`src/rtl/ram_pkg.sv`:
```
// Shared types and helpers for the clearable single-port scratch RAM.
// Latency: n/a (types/functions only); backpressure: n/a.
package ram_pkg;

    typedef enum logic {
        CLEAR = 1'b0,
        IDLE  = 1'b1
    } state_t;

    localparam int RDW_READ_OLD   = 0;
    localparam int RDW_WRITE_THRU = 1;

    // Even parity: the returned bit makes the total count of ones even.
    function automatic logic even_par(input logic [63:0] d);
        return ^d;
    endfunction

endpackage

```
`src/rtl/ram_sp_clr_core.sv`:
```
// Bare RAM array: one write port, one registered read port, read-during-write mux.
// Latency: 1 cycle read (re at edge N -> rdata/rvalid after N+1); backpressure: none.
module ram_sp_clr_core
    import ram_pkg::*;
#(
    parameter int WIDTH    = 8,
    parameter int ADDR_W   = 6,
    parameter int RDW_MODE = RDW_READ_OLD
) (
    input  logic              clk,
    input  logic              rst_n,
    input  logic              we,
    input  logic [ADDR_W-1:0] waddr,
    input  logic [WIDTH-1:0]  wdata,
    input  logic              re,
    input  logic [ADDR_W-1:0] raddr,
    output logic [WIDTH-1:0]  rdata,
    output logic              rvalid
);

    localparam int DEPTH = 1 << ADDR_W;

    logic [WIDTH-1:0] mem [DEPTH];

    always_ff @(posedge clk) begin
        if (we) begin
            mem[waddr] <= wdata;
        end
    end

    // Read-old falls out of NBA ordering; write-through needs an explicit bypass.
    always_ff @(posedge clk or negedge rst_n) begin
        if (!rst_n) begin
            rdata  <= '0;
            rvalid <= 1'b0;
        end else begin
            rvalid <= re;
            if (re) begin
                if (RDW_MODE == RDW_WRITE_THRU && we && waddr == raddr) begin
                    rdata <= wdata;
                end else begin
                    rdata <= mem[raddr];
                end
            end
        end
    end

endmodule

```
`src/rtl/ram_sp_clr.sv`:
```
// Scratch RAM with post-reset/on-request clear sequencer; RAM_PARITY_EN adds per-word parity and perr.
// Latency: 1 cycle read; backpressure: none, busy=1 for DEPTH cycles while the clear owns the array.
module ram_sp_clr
    import ram_pkg::*;
#(
    parameter int                DATA_W   = 8,
    parameter int                ADDR_W   = 6,
    parameter logic [DATA_W-1:0] CLR_VAL  = '0,
    parameter int                RDW_MODE = RDW_READ_OLD
) (
    input  logic              clk,
    input  logic              rst_n,
    input  logic              clr_req,
    output logic              busy,
    input  logic              we,
    input  logic [ADDR_W-1:0] waddr,
    input  logic [DATA_W-1:0] wdata,
    input  logic              re,
    input  logic [ADDR_W-1:0] raddr,
    output logic [DATA_W-1:0] rdata,
    output logic              rvalid
`ifdef RAM_PARITY_EN
    ,
    output logic              perr
`endif
);

`ifdef RAM_PARITY_EN
    localparam int MEM_W = DATA_W + 1;
`else
    localparam int MEM_W = DATA_W;
`endif

    state_t            state_q, state_d;
    logic [ADDR_W-1:0] cnt_q, cnt_d;

    logic              mem_we;
    logic [ADDR_W-1:0] mem_waddr;
    logic [DATA_W-1:0] mem_wdat;
    logic [MEM_W-1:0]  mem_wword;
    logic              mem_re;
    logic [MEM_W-1:0]  mem_rword;

    always_ff @(posedge clk or negedge rst_n) begin
        if (!rst_n) begin
            state_q <= CLEAR;
            cnt_q   <= '0;
        end else begin
            state_q <= state_d;
            cnt_q   <= cnt_d;
        end
    end

    always_comb begin
        state_d = state_q;
        cnt_d   = cnt_q;
        case (state_q)
            CLEAR: begin
                cnt_d = cnt_q + 1'b1;
                if (cnt_q == {ADDR_W{1'b1}}) begin
                    state_d = IDLE;
                    cnt_d   = '0;
                end
            end
            IDLE: begin
                if (clr_req) begin
                    state_d = CLEAR;
                    cnt_d   = '0;
                end
            end
            default: begin
                state_d = CLEAR;
                cnt_d   = '0;
            end
        endcase
    end

    assign busy = (state_q == CLEAR);

    // The clear pass takes the write port; user traffic only reaches the array in IDLE.
    assign mem_we    = busy | we;
    assign mem_waddr = busy ? cnt_q : waddr;
    assign mem_wdat  = busy ? CLR_VAL : wdata;
    assign mem_re    = ~busy & re;

`ifdef RAM_PARITY_EN
    assign mem_wword = {even_par(64'(mem_wdat)), mem_wdat};
    assign perr      = rvalid & (mem_rword[DATA_W] != even_par(64'(mem_rword[DATA_W-1:0])));
`else
    assign mem_wword = mem_wdat;
`endif

    assign rdata = mem_rword[DATA_W-1:0];

    ram_sp_clr_core #(
        .WIDTH    (MEM_W),
        .ADDR_W   (ADDR_W),
        .RDW_MODE (RDW_MODE)
    ) u_core (
        .clk    (clk),
        .rst_n  (rst_n),
        .we     (mem_we),
        .waddr  (mem_waddr),
        .wdata  (mem_wword),
        .re     (mem_re),
        .raddr  (raddr),
        .rdata  (mem_rword),
        .rvalid (rvalid)
    );

endmodule

```
`config.mk`:
```
export PLATFORM = sky130hd
export DESIGN_NAME = ram_sp_clr
export DESIGN_NICKNAME = d
export VERILOG_FILES = /design/src/rtl/ram_pkg.sv /design/src/rtl/ram_sp_clr_core.sv /design/src/rtl/ram_sp_clr.sv
export SDC_FILE = /design/constraint.sdc
export NUM_CORES = 1
export LEC_CHECK = 0
export CAP_MARGIN = 20
export CORE_AREA = 2 2 199 201
export CTS_BUF_LIST = sky130_fd_sc_hd__clkbuf_16
export CTS_CLUSTER_DIAMETER = 150
export DETAILED_ROUTE_END_ITERATION = 10
export DIE_AREA = 0 0 201 203
export PLACE_DENSITY = 0.75
export SYNTH_ARGS = -nofsm -noshare
export SYNTH_HDL_FRONTEND = slang
export SYNTH_HIERARCHICAL = 1
export SYNTH_SLANG_ARGS = --single-unit
```
`constraint.sdc`:
```
create_clock -name clk -period 2.6 [get_ports clk]
set_input_delay 0.52 -clock clk [delete_from_list [all_inputs] [get_ports clk]]
set_output_delay 0.52 -clock clk [all_outputs]
set_load 0.01 [all_outputs]
```
Word level (Yosys, flattened, before mapping)
Memory sizes are Yosys's and may differ from the RTL's. A register that Yosys moved wholly into a read port is not among the register bits.
Index checks and enable logic that the tools add are counted.
- flip-flop bits (word level): 8
- memory bits (writable): 512
- output and inout port bits: 10
- logic and storage cells: 21
- memories: 1
- add/subtract/negate cells: 1
- eq/ne operators: 2
- multiplexer cells: 10
- bitwise gates (word level): 3
- reduce and logical (&&, ||, !) cells: 1
- memory list (memory ; words ; width ; rd ports ; clocked after memory_dff ; wr ports ; RTL line ; text):
    u_core.mem ; 64 ; 8 ; 1 ; 1 ; 1 ; ram_sp_clr_core.sv:23 ; logic [WIDTH-1:0] mem [DEPTH];
- operator list (operator ; number):
    $mux 6 ; 3
    $pmux 6 s2 ; 1
    $mux 8 ; 1
    $add 6x1->6 const B ; 1
    $eq 6x6->1 const B ; 1
    $mux 1 ; 4
    $ne 2x2->1 const B ; 1
    $pmux 1 s2 ; 1
    $and 1x1->1 ; 1
    $logic_not 1->1 ; 1
    $not 1->1 ; 1
    $or 1x1->1 ; 1

Longest topological paths before layout
- depth in word-level cells: 4
- gate-level depth with buffers: 8

Hierarchy
The synthesis kept the hierarchy.
- modules (own cells, without submodules) (module ; instances ; cells an instance ; area each (um^2) ; seq. area each (um^2)):
    ram_sp_clr_core ; 1 ; 940 ; 20251.9 ; 15600.0
    ram_sp_clr ; 1 ; 54 ; 485.5 ; 175.2

Worst setup path after synthesis
OpenSTA, ideal clock, no wires.
- path kind: register to register
- from: reg state_q
- to: mem u_core.mem[48][0] (enable)
- setup time: 0.383 ns
- arrival: 2.153 ns
- required time: 2.217 ns
- path slack: 0.063 ns
- cell stages (with the launch flop): 7
- buffers on the path: 3
- clock period less this slack: 2.537 ns
- cells stage by stage: dfrtp_1 buf_2 buf_2 mux2_2 clkbuf_1 or3_1 nor3_1
- elaborated cells between the ends (all ways): 5
- RTL lines (item ; RTL line ; text):
    from (decl) ; ram_sp_clr.sv:34 ; state_t state_q, state_d;
    from (signal assigned) ; ram_sp_clr.sv:49 ; state_q <= state_d;
    $mux 6 ; ram_sp_clr.sv:82 ; assign mem_waddr = busy ? cnt_q : waddr;
    named net mem_waddr[3] ; ram_sp_clr.sv:38 ; logic [ADDR_W-1:0] mem_waddr;
    to (decl) ; ram_sp_clr_core.sv:23 ;
The timed path passes the listed nets, and every way through them passes these cells.

Final worst setup path
- from: reg state_q
- to: mem u_core.mem[13][7] (enable)
Same word-level chain as after synthesis.

==> flow_summary.yaml <==
status:
  status: "finished clean"
worst_setup_path:
  crit_fanout: 15
  cp_data_required_time_ns: 2.87
  critical_path_class: "reg -> reg"
  cp.arrival_ns: 2.77
  endpoint_kind: "flip-flop"
  r2r_cells: 4
  cp-start-kind: "flip-flop"
cells_and_area:
  syn_to_final_growth_pct: 17.4
  seq_area_sq_mm: 0.0158
  mostFrequentLayoutCells: "512 x edfxtp_1, 120 x mux4_2, 100 x buf_4, 75 x nor2_1, 54 x clkbuf_16"
  antenna_cells: 0
  fin_nets: 1169
  drive_above_1_share_pct: 31.0
  mostFrequentLayoutCell: "edfxtp_1"
  multi_input_area_sq_mm: 0.00466
  nFillCells: 2479
grt:
  antenna_found_initial: 0
  met3_usage_pct: 4.30
  grt_pass1_wl_um: 67900
  grt.overflow.total: 0
  grt_max_degree: 65
  grt_use_met2_pct: 35.6
  grtUsageMet1_pct: 32.4
  grtUsageTotal_pct: 22.5
  top_usage_layer: "met2"
  grt_pass1_vias: 10719
clocking:
  postCtsSetupBuffers: 0
  cts_inserted_buffers: 52
  cts_resized: 0
  cts_hold_buffers: 0
  clockBufferDepth: 3
  h-tree-depth: 2
  clk_latency_ns: 0.58
  cts_tree: "built"
  cts.sinks: 528
  cts_root_buf: "clkbuf_16"
  path_clk_slew_ns: 0.06
detailed_routing:
  wirelength_um: 44600
  antenna_left: 0
  vias: 10455
  vias_per_cell: 6.13
  drt_iter0_drc: 1378
  wl_per_cell_um: 26.2
  drc: 0
  dr.pass1.iters: 5
timing:
  fin_skew_ns: 0.0277
  slew-limit-headroom_pct: 55.1
  hold_viol: 0
  worstMarginPinSlew_ns: 0.673
  fmax_mhz: 400
  rsz0062_at_grt: "no"
  tns_ns: 0
  period_share_pct: 96.2
  finalMaxSlewViolations: 0
  setup_ws_ns: 0.0985
  setup_viol_count_final: 0
  post-route-min-period_ns: 2.50
pwr:
  peakVddDrop_v: 0.000415
  p_leak_uw: 0.00813
  p_per_area_mw_per_mm2: 861
floorplanning:
  initial_core_util_pct: 53.9
  die_area_sq_mm: 0.0408
  coreArea_sq_mm: 0.0385
  die_x_um: 201
  num_rows: 72
  pin_count: 35
  die_h_um: 203
synthesis:
  yosys_warnings: 6
  synth_seq_cells: 528
  synth_area_sq_mm: 0.0207
  ys_seq_area_share_pct: 76.1
  synthDistinctLibCells: 35
  syn-num-nets: 1020
  synthesis.instances: 994
  syn_area_per_cell_sq_um: 20.9
placed_design:
  pre_cts_slack_ns: 0.0142
  dp_hpwl_um: 27400
  portBuffers: 34
  gp_congestion: 0.833
hold_path:
  worstHoldPathType: "in -> async"
flow_run:
  maxCapViolCount: 0
power by group:
group	total [uW]	switching [uW]	leakage (uW)	internal [uW]
clock	7570	3100	0.000884	4470
combinational	2910	1790	0.00230	1120
sequential	10500	263	0.00495	10200
sequential cells by signal, indices dropped and copies added, names as in the netlist:
register	cells
u_core/mem	512
state_q	1
u_core/rvalid	1
cnt_q	6
u_core/rdata	8
cells in the mapped netlist (all sizes together):
cell	n	area share, %
nor2	75	1.4
dfrtp	16	1.9
mux2	38	2.1
nand3b	2	0.072
o2bb2ai	1	0.042
a221oi	8	0.34
a22oi	16	0.58
mux2i	40	1.9
nand2b	6	0.18
ha	1	0.060
mux4	120	13
o22ai	10	0.30
and2	11	0.33
o211ai	2	0.072
or3b	1	0.042
buf	33	0.93
clkbuf	24	0.43
nor3	2	0.048
o221ai	16	0.68
nand4	1	0.030
inv	9	0.16
o21ai	3	0.072
xnor2	1	0.042
nand3	17	0.43
a21boi	1	0.036
or3	3	0.091
xor2	1	0.042
nor2b	6	0.18
nand2	17	0.31
or4	1	0.036
edfxtp	512	74
per-stage QoR:
step                      power (uW)  instance area (sq um)  utilization, %  hold WS, ns  cells
after floorplan                12200                  20700               -        0.224    994
final                          21000                  24300            63.3        0.285   1705
after global routing           21700                  24300            63.3        0.308   1705
after CTS                      21100                  24300            63.3        0.271   1705
after global placement         13400                  22600            58.7        0.554   1607
after detailed placement       13500                  22600            58.7        0.575   1607
logic make-up (layout without fill, tap and decap cells):
kind of cell             after synthesis  in the layout  synth area share [%]
flip-flops                           528            528                  76.1
buffers and inverters                 66            259                  1.53
AND/OR/NAND/NOR                      142            142                  3.11
adder cells (fa/ha/maj)                1              1                0.0603
AO/OA/AOI/OAI                         57             57                  2.12
multiplexers                         198            198                  17.0
XOR/XNOR                               2              2                0.0845
worst max-delay path, stage by stage (launching register included):
cell     delay [ns]
dfrtp_1        0.62
mux2_2         0.46
or3b_2         0.65
nor2_1         0.23
buf_4          0.23
final timing paths:
kind | from | endpoint | slack [ns]
max | state_q | u_core/mem[13][7] | 0.1
min | rst_n | cnt_q[4] | 0.29
max reg2reg | state_q | u_core/mem[13][7] | 0.1
min reg2reg | cnt_q[0] | cnt_q[0] | 0.58
max in group asynchronous | rst_n | u_core/rdata[6] | 2.08
min in group clk | cnt_q[0] | cnt_q[0] | 0.58
metal layers:
metal	part of all wire [%]	vias up
met5	0	-
met4	2.7	0
met3	9.3	92
met2	48	553
met1	40	5405
li1	-	4405
final cells by class:
class,count,area share [%]
clock buffer,54,5.55
clock inverter,44,1.69
inverter,9,0.139
multi-input combinational,400,19.1
sequential,528,64.8
tap,518,2.66
timing repair buffer,152,6.01
Power figures use the tool's default switching activity.
